## src/rtl/rv_decode_stage.sv

```systemverilog
// rv_decode_stage
//   RV32I decode stage between fetch and execute. Classifies one instruction
//   per transfer, extracts register indices, funct fields and the
//   sign-extended immediate, flags illegal encodings, and registers the result
//   behind a valid/stall handshake. An optional one-entry skid buffer makes
//   o_ready a flop.
//
//   Parameters:
//     M_SUPPORT      1: OP with funct7=0000001 decodes as mul/div, 0: illegal
//     ZICSR_SUPPORT  1: SYSTEM with funct3!=000 legal, 0: illegal
//     SKID           1: one-entry skid, registered o_ready; 0: no skid
//
//   Ports:
//     i_clk, i_reset        clock, synchronous active-high reset
//     i_ce / o_ready        upstream valid / stage can accept
//     i_instruction, i_pc   instruction word and address
//     i_illegal             fetch fault for this word
//     i_flush               discard all held entries
//     i_stalled             execute cannot take o_valid this cycle
//     o_valid, o_pc         decoded entry present, its PC
//     o_rs1/o_rs2/o_rd      register indices (raw fields, o_rd=0 if illegal)
//     o_funct3, o_funct7    raw funct fields
//     o_imm                 immediate (0 for R-type and illegal)
//     o_lui..o_muldiv       one-hot class (all 0 if illegal)
//     o_illegal, o_cause    illegal flag, 00 none / 01 fetch / 10 encoding
//
//   SKID=1 states:
//     state | meaning
//     EMPTY | skid empty, o_ready=1
//     FULL  | skid holds the entry behind the output register, o_ready=0
module rv_decode_stage #(
  parameter bit M_SUPPORT     = 1'b0,
  parameter bit ZICSR_SUPPORT = 1'b0,
  parameter bit SKID          = 1'b1
) (
  input  logic        i_clk,
  input  logic        i_reset,
  input  logic        i_ce,
  output logic        o_ready,
  input  logic [31:0] i_instruction,
  input  logic [31:0] i_pc,
  input  logic        i_illegal,
  input  logic        i_flush,
  input  logic        i_stalled,
  output logic        o_valid,
  output logic [31:0] o_pc,
  output logic [4:0]  o_rs1,
  output logic [4:0]  o_rs2,
  output logic [4:0]  o_rd,
  output logic [2:0]  o_funct3,
  output logic [6:0]  o_funct7,
  output logic [31:0] o_imm,
  output logic        o_lui,
  output logic        o_auipc,
  output logic        o_jal,
  output logic        o_jalr,
  output logic        o_alu,
  output logic        o_system,
  output logic        o_fence,
  output logic        o_load,
  output logic        o_store,
  output logic        o_branch,
  output logic        o_muldiv,
  output logic        o_illegal,
  output logic [1:0]  o_cause
);

  localparam logic [6:0] OPC_LUI    = 7'b0110111;
  localparam logic [6:0] OPC_AUIPC  = 7'b0010111;
  localparam logic [6:0] OPC_JAL    = 7'b1101111;
  localparam logic [6:0] OPC_JALR   = 7'b1100111;
  localparam logic [6:0] OPC_BRANCH = 7'b1100011;
  localparam logic [6:0] OPC_LOAD   = 7'b0000011;
  localparam logic [6:0] OPC_STORE  = 7'b0100011;
  localparam logic [6:0] OPC_OPIMM  = 7'b0010011;
  localparam logic [6:0] OPC_OP     = 7'b0110011;
  localparam logic [6:0] OPC_FENCE  = 7'b0001111;
  localparam logic [6:0] OPC_SYSTEM = 7'b1110011;

  // class bit positions: lui auipc jal jalr alu system fence load store branch muldiv
  localparam int C_LUI = 10, C_AUIPC = 9, C_JAL = 8, C_JALR = 7, C_ALU = 6;
  localparam int C_SYS = 5, C_FENCE = 4, C_LOAD = 3, C_STORE = 2, C_BR = 1, C_MD = 0;

  typedef struct packed {
    logic [31:0] pc;
    logic [4:0]  rs1;
    logic [4:0]  rs2;
    logic [4:0]  rd;
    logic [2:0]  funct3;
    logic [6:0]  funct7;
    logic [31:0] imm;
    logic [10:0] cls;
    logic        illegal;
    logic [1:0]  cause;
  } dec_t;

  logic [31:0] inst;
  logic [2:0]  f3;
  logic [6:0]  f7;
  logic [31:0] imm_i, imm_s, imm_b, imm_u, imm_j;
  logic [31:0] imm_raw;
  logic [10:0] cls_raw;
  logic        enc_bad;
  dec_t        dec;

  assign inst  = i_instruction;
  assign f3    = inst[14:12];
  assign f7    = inst[31:25];
  assign imm_i = {{20{inst[31]}}, inst[31:20]};
  assign imm_s = {{20{inst[31]}}, inst[31:25], inst[11:7]};
  assign imm_b = {{19{inst[31]}}, inst[31], inst[7], inst[30:25], inst[11:8], 1'b0};
  assign imm_u = {inst[31:12], 12'b0};
  assign imm_j = {{11{inst[31]}}, inst[31], inst[19:12], inst[20], inst[30:21], 1'b0};

  always_comb begin
    cls_raw = '0;
    imm_raw = '0;
    enc_bad = 1'b0;
    // every valid opcode ends in 2'b11, so compressed encodings fall to default
    case (inst[6:0])
      OPC_LUI:   begin cls_raw[C_LUI] = 1'b1;   imm_raw = imm_u; end
      OPC_AUIPC: begin cls_raw[C_AUIPC] = 1'b1; imm_raw = imm_u; end
      OPC_JAL:   begin cls_raw[C_JAL] = 1'b1;   imm_raw = imm_j; end
      OPC_JALR: begin
        cls_raw[C_JALR] = 1'b1;
        imm_raw = imm_i;
        enc_bad = (f3 != 3'b000);
      end
      OPC_BRANCH: begin
        cls_raw[C_BR] = 1'b1;
        imm_raw = imm_b;
        enc_bad = (f3 == 3'b010) || (f3 == 3'b011);
      end
      OPC_LOAD: begin
        cls_raw[C_LOAD] = 1'b1;
        imm_raw = imm_i;
        enc_bad = (f3 == 3'b011) || (f3 == 3'b110) || (f3 == 3'b111);
      end
      OPC_STORE: begin
        cls_raw[C_STORE] = 1'b1;
        imm_raw = imm_s;
        enc_bad = (f3 >= 3'b011);
      end
      OPC_OPIMM: begin
        cls_raw[C_ALU] = 1'b1;
        imm_raw = imm_i;
        // shifts carry funct7 in the upper immediate bits
        if (f3 == 3'b001)
          enc_bad = (f7 != 7'b0000000);
        else if (f3 == 3'b101)
          enc_bad = (f7 != 7'b0000000) && (f7 != 7'b0100000);
      end
      OPC_OP: begin
        case (f7)
          7'b0000000: cls_raw[C_ALU] = 1'b1;
          7'b0100000: begin
            cls_raw[C_ALU] = 1'b1;
            enc_bad = (f3 != 3'b000) && (f3 != 3'b101);
          end
          7'b0000001: begin
            cls_raw[C_MD] = 1'b1;
            enc_bad = !M_SUPPORT;
          end
          default: enc_bad = 1'b1;
        endcase
      end
      OPC_FENCE: begin cls_raw[C_FENCE] = 1'b1; imm_raw = imm_i; end
      OPC_SYSTEM: begin
        cls_raw[C_SYS] = 1'b1;
        imm_raw = imm_i;
        enc_bad = (f3 != 3'b000) && !ZICSR_SUPPORT;
      end
      default: enc_bad = 1'b1;
    endcase
  end

  always_comb begin
    dec.pc      = i_pc;
    dec.rs1     = inst[19:15];
    dec.rs2     = inst[24:20];
    dec.funct3  = f3;
    dec.funct7  = f7;
    dec.illegal = i_illegal || enc_bad;
    dec.cause   = i_illegal ? 2'b01 : (enc_bad ? 2'b10 : 2'b00);
    dec.rd      = dec.illegal ? 5'd0 : inst[11:7];
    dec.imm     = dec.illegal ? 32'd0 : imm_raw;
    dec.cls     = dec.illegal ? 11'd0 : cls_raw;
  end

  dec_t out_q, skid_q;
  logic out_valid, skid_valid;
  logic xfer;

  // skid_valid is the FULL state flag; with SKID=0 it never sets
  assign o_ready = SKID ? !skid_valid : (!out_valid || !i_stalled);
  assign xfer    = i_ce && o_ready;

  always_ff @(posedge i_clk) begin
    if (i_reset) begin
      out_valid  <= 1'b0;
      skid_valid <= 1'b0;
      out_q      <= '0;
      skid_q     <= '0;
    end else if (i_flush) begin
      out_valid  <= 1'b0;
      skid_valid <= 1'b0;
    end else if (skid_valid) begin
      if (!i_stalled) begin
        out_q      <= skid_q;
        out_valid  <= 1'b1;
        skid_valid <= 1'b0;
      end
    end else if (xfer) begin
      if (SKID && out_valid && i_stalled) begin
        skid_q     <= dec;
        skid_valid <= 1'b1;
      end else begin
        out_q     <= dec;
        out_valid <= 1'b1;
      end
    end else if (!i_stalled) begin
      out_valid <= 1'b0;
    end
  end

  assign o_valid   = out_valid;
  assign o_pc      = out_q.pc;
  assign o_rs1     = out_q.rs1;
  assign o_rs2     = out_q.rs2;
  assign o_rd      = out_q.rd;
  assign o_funct3  = out_q.funct3;
  assign o_funct7  = out_q.funct7;
  assign o_imm     = out_q.imm;
  assign o_lui     = out_q.cls[C_LUI];
  assign o_auipc   = out_q.cls[C_AUIPC];
  assign o_jal     = out_q.cls[C_JAL];
  assign o_jalr    = out_q.cls[C_JALR];
  assign o_alu     = out_q.cls[C_ALU];
  assign o_system  = out_q.cls[C_SYS];
  assign o_fence   = out_q.cls[C_FENCE];
  assign o_load    = out_q.cls[C_LOAD];
  assign o_store   = out_q.cls[C_STORE];
  assign o_branch  = out_q.cls[C_BR];
  assign o_muldiv  = out_q.cls[C_MD];
  assign o_illegal = out_q.illegal;
  assign o_cause   = out_q.cause;

endmodule

```

## config.mk

```make
export PLATFORM = sky130hd
export DESIGN_NAME = rv_decode_stage
export DESIGN_NICKNAME = d
export VERILOG_FILES = /design/src/rtl/rv_decode_stage.sv
export SDC_FILE = /design/constraint.sdc
export NUM_CORES = 1
export LEC_CHECK = 0
export CAP_MARGIN = 20
export CELL_PAD_IN_SITES_DETAIL_PLACEMENT = 1
export CELL_PAD_IN_SITES_GLOBAL_PLACEMENT = 1
export CORE_MARGIN = 3
export CORE_UTILIZATION = 40
export CTS_CLUSTER_DIAMETER = 120
export DETAILED_ROUTE_END_ITERATION = 8
export PLACE_DENSITY = 0.88
export SYNTH_ARGS = -nofsm -noshare
export SYNTH_HDL_FRONTEND = slang
export SYNTH_SLANG_ARGS = --single-unit
```

## constraint.sdc

```tcl
create_clock -name i_clk -period 8.21 [get_ports i_clk]
set_clock_uncertainty 0.2 [all_clocks]
set_input_delay 2.463 -clock i_clk [delete_from_list [all_inputs] [get_ports i_clk]]
set_output_delay 2.463 -clock i_clk [all_outputs]
set_load 0.03 [all_outputs]
```

==> flow_metrics.py <==
metrics = {
    "power_and_ir_drop": {
        "p_leak_nw": 3.702,
        "total_power_mw": 2.376,
        "power_frac_seq": 0.440,
        "p_sw_frac": 0.2464,
        "p_sw_uw": 585.4,
        "ir_drop_uv": 127.0,
        "internal_power_mw": 1.790,
        "pwr-share-comb": 0.103,
        "power.share.clock": 0.457,
        "power_density_nw_per_um2": 216.5,
    },
    "synth": {
        "syn_avg_cell_area_um2": 8.532,
        "synth_seq_area_share": 0.5016,
        "synthesis.area_um2": 8302,
        "syn-num-nets": 1043,
        "synthFlopType": "dfxtp_1",
        "synth_edf_count": 0,
        "ys_top_cells_by_area": "dfxtp_1 50%, nand2_1 7.6%, mux2i_1 6.5%",
        "syn_inst": 973,
        "ys_seq_elements": 208,
        "async_reset_ff_frac": 0,
        "yosysUniqueCellTypes": 52,
        "synth_area_leader_cell": "dfxtp_1",
        "ys_warn_count": 0,
        "yosysTopAreaCellShare": 0.5016,
    },
    "run_status": {
        "status": "completed",
    },
    "global_routing": {
        "busiest_layer": "met2",
        "grt_remaining_overflow": 0,
        "grtUsageMet3": 0.04240,
        "grt_pass1_vias": 7970,
        "grt_start_max_net_pins": 102,
        "met2_usage": 0.4089,
        "grt_use_total": 0.2375,
        "grt_pass1_wl_um": 43130,
        "use_met1": 0.3080,
        "antenna_found_initial": 0,
    },
    "floorplanning": {
        "start_util": 0.4090,
        "dieArea_um2": 22520,
        "core-area_um2": 20300,
        "rows": 52,
        "die_h_um": 150.1,
        "die_w_um": 150.1,
        "num_io_pins": 175,
    },
    "clocking": {
        "cts_buffers": 23,
        "clkSlewWorstSetupHoldPaths_ns": 0.06,
        "cts_buffer_depth": 3,
        "cts_resized": 0,
        "cts_root_buf": "clkbuf_16",
        "insertion_delay_ns": 0.50,
        "htree_levels": 1,
        "cts.sinks": 208,
        "cts_tree": "yes",
        "post-cts-setup-buffer-count": 0,
        "cts_hold_buf": 0,
    },
    "timing": {
        "setup_violations": 0,
        "fmax_mhz": 189.4,
        "slew_viol_final": 0,
        "finalHoldViolCount": 0,
        "period_share": 0.6432,
        "max_slew_margin": 0.2726,
        "rsz0062_at_grt": "false",
        "worst_pin_slew_ns": 1.091,
        "layout_min_cycle_time_ns": 5.281,
        "finalSetupTns_ns": 0,
        "fin_ws_ns": 2.929,
    },
    "critical_path": {
        "critical_path_required_ns": 8.35,
        "r2r_cells": 5,
        "cp_slowest_stage_delay_ns": 0.74,
        "cp_cell_sequence": "clkdlybuf4s50_1 > and4bb_2 > nor4b_1 > a32oi_1 > nand4_2 > or2_2 > o22ai_1",
        "crit_path_end_kind": "register",
        "criticalPathCategory": "in -> reg",
        "crit_slowest_cell": "or2_2",
        "path_depth": 7,
        "crit_buf_inv": 1,
        "arrival_ns": 5.42,
        "start_kind": "primary input",
        "crit_fanout": 41,
        "path_delay_family": "simple AND/OR/NAND/NOR gates",
    },
    "layout": {
        "layout_commonest_cell": "dfxtp_1",
        "final_cell_mix": "207 x dfxtp_1, 173 x clkdlybuf4s50_1, 167 x nand2_1, 103 x a21oi_1, 72 x nor2_1",
        "drive_above_1_share": 0.06469,
        "fillCellCount": 2349,
        "antenna_cells": 0,
        "layout.nets": 1167,
        "synthToLayoutAreaGrowth_pct": 32.19,
    },
    "routing": {
        "drcViolationCount": 0,
        "viasPerCell": 5.630,
        "drtPass1Iterations": 5,
        "first_iter_violations": 451,
        "totalWireLength_um": 27900,
        "drtAntennaViolNets": 0,
        "wl_per_cell_um": 20.18,
        "vias": 7786,
    },
    "place": {
        "place.detailed.hpwl_um": 17610,
        "gp_congestion": 0.8833,
        "pre_cts_ws_ns": 2.468,
        "portBuffers": 174,
    },
    "min_path": {
        "hp-class": "reg -> reg",
        "hold_path_depth": 2,
    },
    "flow_run": {
        "drv_cap": 0,
    },
}
-- power by group through the flow --
stage	Sequential, mW	Clock [mW]	Combinational [mW]
floorplan	1.11	0	0.0857
global placement	1.07	0	0.237
detailed placement	1.07	0	0.241
CTS	1.05	1.11	0.243
global route	1.05	1.15	0.260
finish	1.05	1.09	0.244
-- cell usage after synthesis (all sizes together), types with 3 or more instances --
cell / number
dfxtp: 208
nand2: 167
a21oi: 103
clkbuf: 77
nor2: 74
o21ai: 65
a211oi: 58
mux2i: 54
a22oi: 27
and3: 21
o22ai: 20
inv: 16
nor3: 10
buf: 9
o31ai: 7
a22o: 6
and2: 4
or2: 4
nand2b: 3
nand4: 3
or3: 3
or4: 3
-- registers in the layout, summed over array words and instances (netlist names), 2 cells and up --
signal	count
skid_q	103
o_imm	32
o_pc	32
o_funct7	7
o_rd	5
o_rs1	5
o_rs2	5
o_funct3	3
o_cause	2
-- through the flow --
step                      cell area [um^2]  hold slack, ns  instances    util
after global placement               10150          0.2249       1340  0.4998
final                                10970          0.2513       1383  0.5406
after detailed placement             10150          0.2358       1340  0.4998
after floorplan                       8302          0.2168        973       -
after global routing                 10970          0.2705       1383  0.5406
after CTS                            10950          0.2508       1381  0.5395
-- layout make-up --
class	count	area, um^2	area share
flip-flops and latches	208	4168	0.3798
multi-input cells	663	3774	0.3439
repair buffers	185	1829	0.1667
clock buffers	28	655.6	0.05974
well taps	270	337.8	0.03078
clock inverters	13	150.1	0.01368
inverters	16	60.06	0.005473
-- worst register-to-register path: stages, from the launching register on --
cell and delay (ns):
dfxtp_4 0.47, buf_4 0.47, or4_2 0.80, or3_1 0.41, or2_2 0.60, o21ai_0 0.31
-- final timing paths --
check / slack, ns / to / from
hold / removal: 0.25 / skid_q[43] / skid_q[43]
setup / recovery: 2.93 / o_imm[26] / i_instruction[2]
hold reg to reg: 0.25 / skid_q[43] / skid_q[43]
setup reg to reg: 4.87 / skid_q[34] / skid_valid
-- layer usage --
metal | vias to the layer above | wire (um)
met5 | - | 0
met4 | 0 | 685
met3 | 46 | 1527
met2 | 217 | 13740
met1 | 3849 | 11950
li1 | 3674 | -
-- kinds of logic (layout without fill, tap and decap cells) --
| kind of cell | after synthesis | in the layout | share of synthesized area |
|---|---|---|---|
| and+or+nand+nor | 304 | 304 | 0.1595 |
| AOI/OAI and AO/OA | 303 | 303 | 0.2241 |
| DFF | 208 | 208 | 0.5016 |
| buffers and inverters | 102 | 242 | 0.04763 |
| muxes | 54 | 54 | 0.06511 |
| xor gates and xnor gates | 2 | 2 | 0.002110 |
Power figures use the tool's default switching activity.
